===== src/rtl/truco_hand_tracker.sv =====
// rtl/truco_hand_tracker.sv - truco hand round history, round counter and winner decision
//
// Records each round result of a truco hand into a per-slot history
// register, counts rounds, decides the hand winner and flags completion.
//
// Optional feature macro: TRUCO_EARLY_END_EN (early decision when the
// trailing team can no longer catch up).
//
// Parameters:
//   NUM_ROUNDS  rounds per hand (odd, >= 1)
//   RW          round counter width (derived)
// Ports:
//   clk          system clock, rising edge
//   clr          asynchronous active-high reset
//   hand_start   strobe: clear history and begin a hand
//   win1/win2    strobe: current round won by team 1 / team 2
//   draw         strobe: current round drawn
//   hist         slot k = [2k+1:2k]: 00 not played, 01 t1, 10 t2, 11 draw
//   round_idx    rounds recorded in the current hand
//   hand_done    level, high while the hand is decided
//   done_pulse   one-cycle pulse when the hand becomes decided
//   hand_winner  00 none, 01 team 1, 10 team 2, 11 tied hand
//   err          one-cycle pulse on more than one result strobe in PLAY
module truco_hand_tracker #(
    parameter int NUM_ROUNDS = 3,
    parameter int RW         = $clog2(NUM_ROUNDS + 1)
) (
    input  logic                    clk,
    input  logic                    clr,
    input  logic                    hand_start,
    input  logic                    win1,
    input  logic                    win2,
    input  logic                    draw,
    output logic [2*NUM_ROUNDS-1:0] hist,
    output logic [RW-1:0]           round_idx,
    output logic                    hand_done,
    output logic                    done_pulse,
    output logic [1:0]              hand_winner,
    output logic                    err
);

    typedef enum logic [1:0] {IDLE, PLAY, DONE} state_t;

    localparam logic [RW-1:0] M_W = RW'(NUM_ROUNDS / 2 + 1);
    localparam logic [RW-1:0] N_W = RW'(NUM_ROUNDS);

    state_t                  state, state_n;
    logic [2*NUM_ROUNDS-1:0] hist_n;
    logic [RW-1:0]           round_idx_n;
    logic [RW-1:0]           c1, c1_n, c2, c2_n;
    logic [1:0]              tb_holder, tb_holder_n;
    logic [1:0]              hand_winner_n;
    logic                    hand_done_n, done_pulse_n, err_n;
    logic                    multi, single, decided;
    logic [1:0]              code;
`ifdef TRUCO_EARLY_END_EN
    logic [RW-1:0]           rem, diff;
    logic [1:0]              lead;
`endif

    assign multi  = (win1 & win2) | (win1 & draw) | (win2 & draw);
    assign single = (win1 | win2 | draw) & ~multi;

    always_ff @(posedge clk or posedge clr) begin
        if (clr) begin
            state       <= IDLE;
            hist        <= '0;
            round_idx   <= '0;
            c1          <= '0;
            c2          <= '0;
            tb_holder   <= 2'b00;
            hand_winner <= 2'b00;
            hand_done   <= 1'b0;
            done_pulse  <= 1'b0;
            err         <= 1'b0;
        end else begin
            state       <= state_n;
            hist        <= hist_n;
            round_idx   <= round_idx_n;
            c1          <= c1_n;
            c2          <= c2_n;
            tb_holder   <= tb_holder_n;
            hand_winner <= hand_winner_n;
            hand_done   <= hand_done_n;
            done_pulse  <= done_pulse_n;
            err         <= err_n;
        end
    end

    always_comb begin
        state_n       = state;
        hist_n        = hist;
        round_idx_n   = round_idx;
        c1_n          = c1;
        c2_n          = c2;
        tb_holder_n   = tb_holder;
        hand_winner_n = hand_winner;
        hand_done_n   = hand_done;
        done_pulse_n  = 1'b0;
        err_n         = 1'b0;
        decided       = 1'b0;
        code          = 2'b00;
`ifdef TRUCO_EARLY_END_EN
        rem           = '0;
        diff          = '0;
        lead          = 2'b00;
`endif
        if (hand_start) begin
            // Any result strobe in this cycle belongs to no hand and is dropped.
            state_n       = PLAY;
            hist_n        = '0;
            round_idx_n   = '0;
            c1_n          = '0;
            c2_n          = '0;
            tb_holder_n   = 2'b00;
            hand_winner_n = 2'b00;
            hand_done_n   = 1'b0;
        end else if (state == PLAY) begin
            if (multi) begin
                err_n = 1'b1;
            end else if (single) begin
                code = win1 ? 2'b01 : (win2 ? 2'b10 : 2'b11);
                for (int k = 0; k < NUM_ROUNDS; k++) begin
                    if (round_idx == RW'(k)) hist_n[2*k +: 2] = code;
                end
                round_idx_n = round_idx + 1'b1;
                if (win1) c1_n = c1 + 1'b1;
                if (win2) c2_n = c2 + 1'b1;
                // First non-draw round owns the tie-break for the rest of the hand.
                if (tb_holder == 2'b00 && !draw) tb_holder_n = code;

                decided = (c1_n >= M_W) || (c2_n >= M_W) || (round_idx_n == N_W);
`ifdef TRUCO_EARLY_END_EN
                // Remaining rounds cannot overturn the leader.
                rem  = N_W - round_idx_n;
                diff = (c1_n > c2_n) ? (c1_n - c2_n) : (c2_n - c1_n);
                lead = (c1_n > c2_n) ? 2'b01 : 2'b10;
                if ((diff > rem) || ((diff == rem) && (rem != '0) && (lead == tb_holder_n)))
                    decided = 1'b1;
`endif
                if (decided) begin
                    state_n      = DONE;
                    hand_done_n  = 1'b1;
                    done_pulse_n = 1'b1;
                    if (c1_n > c2_n)
                        hand_winner_n = 2'b01;
                    else if (c2_n > c1_n)
                        hand_winner_n = 2'b10;
                    else if (tb_holder_n != 2'b00)
                        hand_winner_n = tb_holder_n;
                    else
                        hand_winner_n = 2'b11;
                end
            end
        end
    end

endmodule


===== config.mk =====
export PLATFORM = sky130hd
export DESIGN_NAME = truco_hand_tracker
export DESIGN_NICKNAME = d
export VERILOG_FILES = /design/src/rtl/truco_hand_tracker.sv
export SDC_FILE = /design/constraint.sdc
export NUM_CORES = 1
export LEC_CHECK = 0
export CAP_MARGIN = 5
export CORE_ASPECT_RATIO = 1.2
export CORE_MARGIN = 5
export CORE_UTILIZATION = 30
export DETAILED_ROUTE_END_ITERATION = 16
export PLACE_DENSITY = 0.49
export RECOVER_POWER = 50
export SLEW_MARGIN = 20
export SYNTH_ARGS = -nofsm -noshare
export SYNTH_HDL_FRONTEND = slang
export SYNTH_SLANG_ARGS = --single-unit

===== constraint.sdc =====
create_clock -name clk -period 4.5 [get_ports clk]
set_clock_uncertainty 0.2 [all_clocks]
set_input_delay 0.45 -clock clk [delete_from_list [all_inputs] [get_ports clk]]
set_output_delay 0.45 -clock clk [all_outputs]
set_load 0.01 [all_outputs]

* Word-level counts from Yosys, hierarchy flattened
Index checks and enable logic that the tools add are counted.
** Storage, ports and cells
- Register bits :: 21
- Latch bits :: 0
- Bits in writable memories :: 0
- Bits in read-only memories :: 0
- Output and inout port bits :: 13
- Memories :: 0
** Operators by class
- Add/sub/neg operators :: 3
- Multiply operators :: 0
- Div/mod/pow operators :: 0
- $lt $le $gt $ge :: 4
- Equal/unequal tests :: 5
- Shifts and indexed selects :: 0
- Muxes and demuxes :: 66
- Bitwise gates (word level) :: 9
- Reductions and logical operators :: 18
** Operators with widths (count)
- $mux 2 :: 48
- $mux 6 :: 4
- $reduce_and 4->1 :: 4
- $mux 1 :: 14
- $reduce_bool 2->1 :: 7
- $add 2x1->2 const B :: 3
- $and 1x1->1 :: 4
- $eq 2x1->1 const B :: 2
- $eq 2x2->1 const B :: 2
- $ge 2x2->1 const B :: 2
- $gt 2x2->1 :: 2
- $logic_not 2->1 :: 2
- $or 1x1->1 :: 4
- $reduce_and 3->1 :: 1
- $logic_or 1x1->1 :: 2
- $ne 2x2->1 const B :: 1
- $logic_and 1x1->1 :: 1
- $logic_not 1->1 :: 1
- $not 1->1 :: 1

* Logic depth before layout (Yosys ltp)
Gate-level depths: netlist of run 1.
- Depth in word-level cells :: 18
- Depth in mapped cells :: 9
- Depth with buffers taken out :: 8

* Worst setup path after synthesis of run 1
OpenSTA, ideal clock, no wires.
- Kind :: input-to-reg
- Start point :: input port win1
- End point :: register hand_winner[0]
- Arrival :: 1.832 ns
- Path slack :: 2.388 ns
- Stages :: 9
- Buffers on the path :: 1
- Path through :: buf_6 > nand2_1 > xnor2_1 > inv_1 > ha_1 > nand2_1 > a221o_1 > a21o_1 > mux2i_1
** Between the ends
- Cells in the longest elaborated chain, start to end :: 15
** RTL lines
- start, declared :: RTL line 31 : input logic win1,
- $mux 2 :: RTL line 122 : code = win1 ? 2'b01 : (win2 ? 2'b10 : 2'b11);
- $mux 2 :: RTL line 130 : if (tb_holder == 2'b00 && !draw) tb_holder_n = code;
- $mux 2 :: RTL line 121 : end else if (single) begin
- $mux 2 :: RTL line 119 : if (multi) begin
- $mux 2 :: RTL line 118 : end else if (state == PLAY) begin
- $mux 2 :: RTL line 108 : if (hand_start) begin
- $reduce_bool 2->1 :: RTL line 149 : else if (tb_holder_n != 2'b00)
- $mux 2 :: RTL line 149
- $mux 2 :: RTL line 147 : else if (c2_n > c1_n)
- $mux 2 :: RTL line 145 : if (c1_n > c2_n)
- $mux 2 :: RTL line 141 : if (decided) begin
- $mux 2 :: RTL line 121
- $mux 2 :: RTL line 119
- $mux 2 :: RTL line 118
- $mux 2 :: RTL line 108
- end signal, assigned :: RTL line 83 : hand_winner <= hand_winner_n;
- end, declared :: RTL line 38 : output logic [1:0] hand_winner,
Several ways; a longest one is shown, not always the timed one. The select of a mux whose other input is x is not followed.
A chain may end at the register's enable or synchronous reset.

* Worst setup path after layout of run 1
Same ends and word-level chain as after synthesis.

==> flow_metrics.py, run 1 <==
metrics = {
    "critical_path": {
        "crit_fanout": 11,
        "endpoint_kind": "flop",
        "reg2reg_slack_ns": 2.37,
        "crit_type": "primary input to flop",
        "arrival_ns": 2.77,
        "startpoint_type": "primary input",
        "crit_required_ns": 4.47,
        "rr_startpoint": "c1[0]",
        "crit_start": "win1",
    },
    "floorplan": {
        "initial_core_util_pct": 30.7,
        "dieWidth_um": 65.2,
        "die_height_um": 76.2,
        "io_pins": 19,
        "core_region_area_um2": 3570,
        "row_count": 24,
        "fp.dieArea_um2": 4970,
    },
    "timing": {
        "worst_slew_pin_slew_ns": 0.780,
        "hold_viol": 0,
        "setup_viol": 0,
        "layout_setup_ws_ns": 1.70,
        "setup_tns_ns": 0,
        "timing.fmax_mhz": 357,
        "slew_headroom_pct": 47.9,
        "rsz0062_at_grt": "no",
        "slew_violations": 0,
        "layout_min_cycle_time_ns": 2.80,
        "timing.final.crit_share_pct": 62.2,
    },
    "cells_and_area": {
        "multi_input_area_um2": 517,
        "nets": 132,
        "post-route-cell-area_um2": 1340,
        "areaGrowthSynthToFinish_pct": 22.1,
        "drive_gt1_share_pct": 8.33,
        "fillerInstances": 359,
        "ff_latch_area_um2": 500,
        "diodes": 0,
    },
    "power_and_ir_drop": {
        "leakagePower_uw": 0.000575,
        "seqPwrFrac_pct": 42.4,
        "combPwrFrac_pct": 30.6,
        "pwr_density_cell_nw_per_um2": 378,
        "power_frac_clock_pct": 27.0,
        "p_int_uw": 351,
        "irDropWorstVdd_mv": 0.205,
        "sw_frac_of_total_pct": 30.8,
        "power_switching_uw": 156,
    },
    "global_routing": {
        "grt_pass1_wl_um": 4190,
        "grtUsageTotal_pct": 10.5,
        "antenna_found_initial": 0,
        "grt_max_degree": 21,
        "grt-ovfl-total": 0,
        "grt_pass1_vias": 831,
    },
    "clocking": {
        "ctsResizeCount": 0,
        "postCtsSetupBuffers": 0,
        "tritoncts": "built",
        "clk_path_buf_depth": 2,
        "cts-root-buf": "clkbuf_8",
        "clk_latency_ns": 0.25,
        "ctsHoldBuffers": 0,
        "path_clk_slew_ns": 0.07,
        "cts_made_buffers": 3,
        "cts.sinks": 20,
        "h-tree-depth": 1,
    },
    "route": {
        "ant_nets": 0,
        "drtIter0Drc": 18,
        "drc_errors": 0,
        "post_drt_wl_per_cell_um": 14.4,
        "via_per_inst": 5.06,
        "dr.pass1.iters": 4,
        "drt-total-wl_um": 2300,
        "dr_total_vias": 805,
    },
    "logic_synthesis": {
        "synth_seq_area_share_pct": 45.7,
        "synth_top_cell_by_area": "dfrtp_1",
        "yosysWarningCount": 0,
        "yosys-top-cells-area": "dfrtp_1, ha_1, a21oi_1, a311oi_1, xnor2_1",
        "synth_top_area_share_pct": 45.7,
        "synthesis.area_um2": 1100,
        "postSynthAreaPerCell_um2": 10.6,
        "yosys_register_bits": 20,
        "synthDistinctLibCells": 31,
        "postSynthCellCount": 103,
        "synthesis.nets": 114,
    },
    "placement": {
        "portBuffers": 18,
        "place_area_um2": 1280,
        "place_hpwl_um": 1710,
        "place_worst_setup_slack_ns": 1.42,
        "gp_congestion": 0.722,
    },
    "job": {
        "max_cap_viol_count": 0,
    },
    "hold_path": {
        "worstHoldStart": "state[0]",
        "hold_path.class": "flop to flop",
    },
    "run_status": {
        "status": "finished clean",
    },
}
## critical path, stage by stage
cell and delay [ns]:
clkdlybuf4s50_1 0.81, nand2_1 0.19, xnor2_1 0.32, inv_1 0.08, ha_1 0.30, nand2_1 0.07, a221o_1 0.26, a21o_1 0.18
mux2i_1 0.12
## per-layer routing
layer / track usage, % / part of all wire (%) / routed length [um]
met5: 0 / 0 / 0
met4: 1.87 / 0.61 / 14
met3: 2.65 / 2.1 / 48
met2: 17.3 / 49 / 1120
met1: 13.8 / 48 / 1110
## final timing paths
path                                   to  cells past startpoint
max                        hand_winner[0]                      9
min                              state[0]                      1
max reg2reg                hand_winner[0]                      8
min reg2reg                      state[0]                      1
max in group asynchronous  hand_winner[0]                      2
min in group asynchronous    tb_holder[0]                      2
## registers in the layout, indices dropped and copies added, names as in the netlist
name and flops:
c1 2, round_idx 2, err 1, c2 2
hand_winner 2, hand_done 1, state 1, tb_holder 2
done_pulse 1, hist 6
## cells in the final DEF, fill, tap and decap left out, drive strengths merged, types with 2 or more instances in the layout
cell type,netlist,routed
xnor2,5,5
dlygate4sd3,0,7
o21ai,3,3
ha,5,5
clkbuf,2,4
inv,10,10
a311oi,6,6
clkdlybuf4s50,0,11
a21o,3,3
nand2,8,8
nor2,6,6
a21oi,12,12
mux2i,2,2
dfrtp,20,20
xor2,3,3
or3,2,2
## cells in the mapped netlist
| cell type | number |
|---|---|
| a211oi_1 | 1 |
| a21o_1 | 3 |
| a21oi_1 | 11 |
| a21oi_2 | 1 |
| a221o_1 | 1 |
| a311oi_1 | 6 |
| a41oi_1 | 1 |
| and2b_1 | 1 |
| buf_6 | 3 |
| clkbuf_1 | 2 |
| dfrtp_1 | 20 |
| ha_1 | 5 |
| inv_1 | 10 |
| mux2i_1 | 2 |
| nand2_1 | 8 |
| nand2b_1 | 1 |
| nand4_1 | 1 |
| nor2_1 | 6 |
| nor2b_1 | 1 |
| nor4_1 | 1 |
| o211a_4 | 1 |
| o211ai_2 | 1 |
| o21ai_0 | 2 |
| o21ai_4 | 1 |
| o311ai_0 | 1 |
| o31ai_4 | 1 |
| or3_1 | 2 |
| or4_1 | 1 |
| xnor2_1 | 5 |
| xor2_1 | 2 |
| xor2_2 | 1 |
## power by group through the flow
| stage | logic (uW) | clock network (uW) | registers [uW] |
|---|---|---|---|
| 3_5_place_dp | 159 | 0 | 219 |
| 2_1_floorplan | 98.0 | 0 | 224 |
| 3_3_place_gp | 159 | 0 | 218 |
| 6_report | 155 | 137 | 215 |
| 5_1_grt | 174 | 147 | 218 |
| 4_1_cts | 160 | 140 | 215 |
## final cells by class
cell class                 instances  area share, %
tap                               39           3.64
inverter                          10           2.80
sequential                        20           37.4
clock buffer                       4           4.11
multi-input combinational         68           38.6
timing repair buffer              18           13.5
## metrics by stage
| stage | utilization [%] | total power, uW | std cells | hold slack [ns] |
|---|---|---|---|---|
| after global routing | 37.5 | 539 | 159 | 0.350 |
| after CTS | 37.5 | 515 | 159 | 0.312 |
| final | 37.5 | 507 | 159 | 0.306 |
| after global placement | 35.9 | 377 | 155 | 0.286 |
| after detailed placement | 35.9 | 378 | 155 | 0.297 |
| after floorplan | - | 322 | 103 | 0.214 |
## cells by family (layout without fill, tap and decap cells)
kind of cell,after synthesis,after routing,synth area share (%)
AOI/OAI and AO/OA,31,31,22.9
and+or+nand+nor,22,22,9.59
DFF,20,20,45.7
buffers and inverters,15,32,7.19
xor gates and xnor gates,8,8,7.08
adders and majority gates,5,5,5.71
muxes,2,2,1.83
Note: power is estimated with default switching activity, not from simulation.
==> run 2, diff against run 1 <==
--- a/config.mk
+++ b/config.mk
@@ -10,7 +10,7 @@
 export CORE_MARGIN = 5
 export CORE_UTILIZATION = 30
 export DETAILED_ROUTE_END_ITERATION = 16
-export PLACE_DENSITY = 0.49
+export PLACE_DENSITY = 0.51
 export RECOVER_POWER = 50
 export SLEW_MARGIN = 20
 export SYNTH_ARGS = -nofsm -noshare
==> constraint.sdc (replaced) <==
create_clock -name clk -period 2.3 [get_ports clk]
set_clock_uncertainty 0.2 [all_clocks]
set_input_delay 0.23 -clock clk [delete_from_list [all_inputs] [get_ports clk]]
set_output_delay 0.23 -clock clk [all_outputs]
set_load 0.01 [all_outputs]
==> run 2 against run 1 <==
Net effect: via count up 5.0%; sequential share of layout area down 1.5 points; die area unchanged; utilization up 1.6 points; hold slack worse by 0.0011 ns; count of clock-buffer cells in the layout down 1; critical path depth unchanged; sequential power up 95%; register-to-register slack worse by 2.1 ns; design area up 4.3%; global-route usage up 0.41 points; largest power group unchanged.
==> flow_metrics.py, run 2 (synthesis gave the netlist of run 1 again) <==
metrics = {
    "run_status": {
        "status": "finished clean",
    },
    "timing": {
        "timing.final.crit_share_pct": 88.9,
        "layout_min_cycle_time_ns": 2.05,
        "setup_tns_ns": 0,
        "setup_viol": 0,
        "worst_slew_pin_slew_ns": 1.12,
        "layout_setup_ws_ns": 0.255,
        "slew_headroom_pct": 25.6,
        "rsz0062_at_grt": "no",
        "slew_violations": 0,
        "hold_viol": 0,
        "timing.fmax_mhz": 489,
    },
    "cells_and_area": {
        "top_register": "hist",
        "final_cells": 165,
        "ff_latch_area_um2": 500,
        "areaGrowthSynthToFinish_pct": 27.4,
        "diodes": 0,
        "final_common_cell": "dfrtp_1",
        "largest_reg_flops": 6,
        "fillerInstances": 352,
        "final_cell_mix": "dfrtp_1, clkdlybuf4s50_1, a21oi_1",
        "drive_gt1_share_pct": 11.9,
        "multi_input_area_um2": 517,
        "nets": 138,
    },
    "power_and_ir_drop": {
        "power_frac_clock_pct": 33.0,
        "sw_frac_of_total_pct": 29.1,
        "p_int_uw": 774,
        "combPwrFrac_pct": 28.5,
        "pwr_density_cell_nw_per_um2": 781,
        "power_uw": 1090,
        "leakagePower_uw": 0.000605,
        "irDropWorstVdd_mv": 0.337,
        "seqPwrFrac_pct": 38.5,
        "power_switching_uw": 317,
    },
    "floorplan": {
        "core_region_area_um2": 3570,
        "dieWidth_um": 65.2,
        "fp.dieArea_um2": 4970,
        "io_pins": 19,
        "die_height_um": 76.2,
        "initial_core_util_pct": 30.7,
        "row_count": 24,
    },
    "clocking": {
        "cts_made_buffers": 3,
        "cts.sinks": 20,
        "cts-root-buf": "clkbuf_8",
        "clk_path_buf_depth": 2,
        "h-tree-depth": 1,
        "clk_latency_ns": 0.26,
        "ctsHoldBuffers": 0,
        "postCtsSetupBuffers": 0,
        "ctsResizeCount": 0,
        "path_clk_slew_ns": 0.08,
        "tritoncts": "built",
    },
    "global_routing": {
        "grt-ovfl-total": 0,
        "grt_pass1_wl_um": 4230,
        "grtUsageTotal_pct": 10.9,
        "antenna_found_initial": 0,
        "grt_pass1_vias": 865,
        "grt_max_degree": 21,
    },
    "critical_path": {
        "endpoint_kind": "flop",
        "rr_endpoint": "hand_winner[0]",
        "crit_type": "primary input to flop",
        "arrival_ns": 2.03,
        "worstSetupEndpoint": "hand_winner[0]",
        "rr_startpoint": "c1[0]",
        "crit_required_ns": 2.29,
        "reg2reg_slack_ns": 0.27,
        "crit_start": "win1",
        "crit_fanout": 3,
        "startpoint_type": "primary input",
        "reg2regPathDepth": 8,
    },
    "hold_path": {
        "worstHoldStart": "state[0]",
        "hold_path.class": "flop to flop",
    },
    "route": {
        "ant_nets": 0,
        "via_per_inst": 5.12,
        "drc_errors": 0,
        "dr.pass1.iters": 4,
        "drt-total-wl_um": 2420,
        "drtIter0Drc": 16,
        "post_drt_wl_per_cell_um": 14.7,
        "dr_total_vias": 845,
    },
    "placement": {
        "portBuffers": 18,
        "place_worst_setup_slack_ns": 0.0338,
        "place_hpwl_um": 1730,
        "gp_congestion": 0.777,
        "post-place-cells": 161,
    },
    "job": {
        "max_cap_viol_count": 0,
    },
}
run 2: changes by cell type in the layout (fill, tap and decap cells not counted):
cell             change
buf_4                +5
clkbuf_8             -1
clkdlybuf4s50_1      +1
bufinv_16            +1
clkbuf_1             +1
dlygate4sd3_1        -1
run 2: final cells by class:
class / count / share of cell area (%)
Tap cell: 39 / 3.49
Sequential cell: 20 / 35.8
Multi-Input combinational cell: 68 / 37.0
Clock inverter: 1 / 2.15
Clock buffer: 3 / 2.96
Inverter: 10 / 2.69
Timing Repair Buffer: 24 / 15.9
run 2: critical path, cell delays in order:
cell             delay, ns
clkdlybuf4s50_1       0.48
nand2_1               0.09
xnor2_1               0.23
inv_1                 0.09
ha_1                  0.30
nand2_1               0.07
a221o_1               0.26
a21o_1                0.18
mux2i_1               0.12
run 2: power by group through the flow:
stage | Clock (uW) | Combinational [uW] | Sequential (uW)
detailed placement | 0 | 319 | 428
CTS | 372 | 321 | 421
global route | 383 | 343 | 427
global placement | 0 | 313 | 427
finish | 360 | 311 | 420
floorplan | 0 | 192 | 439
run 2: metal layers:
layer,wire (um),GRT usage [%],part of all wire [%],vias to the layer above
li1,-,-,-,410
met1,1110,14.4,46,410
met2,1170,15.7,48,19
met3,79,2.51,3.3,6
met4,65,6.85,2.7,0
met5,0,0,0,-
run 2: worst min-delay path by stage:
stage | end | slack, ns | depth (start not counted)
after global placement | state[0] | 0.29 | 1
after global routing | state[0] | 0.34 | 1
after detailed placement | state[0] | 0.29 | 1
after CTS | done_pulse | 0.1 | 3
final | state[0] | 0.30 | 1
after floorplan | c1[0] | -0.006 | 1
run 2: per-stage QoR:
step / area [um2] / hold WS [ns] / utilization, %
5_1_grt: 1400 / 0.341 / 39.1
3_5_place_dp: 1330 / 0.293 / 37.2
6_report: 1400 / 0.304 / 39.1
2_1_floorplan: 1100 / -0.00617 / -
3_3_place_gp: 1330 / 0.286 / 37.2
4_1_cts: 1400 / 0.0996 / 39.2
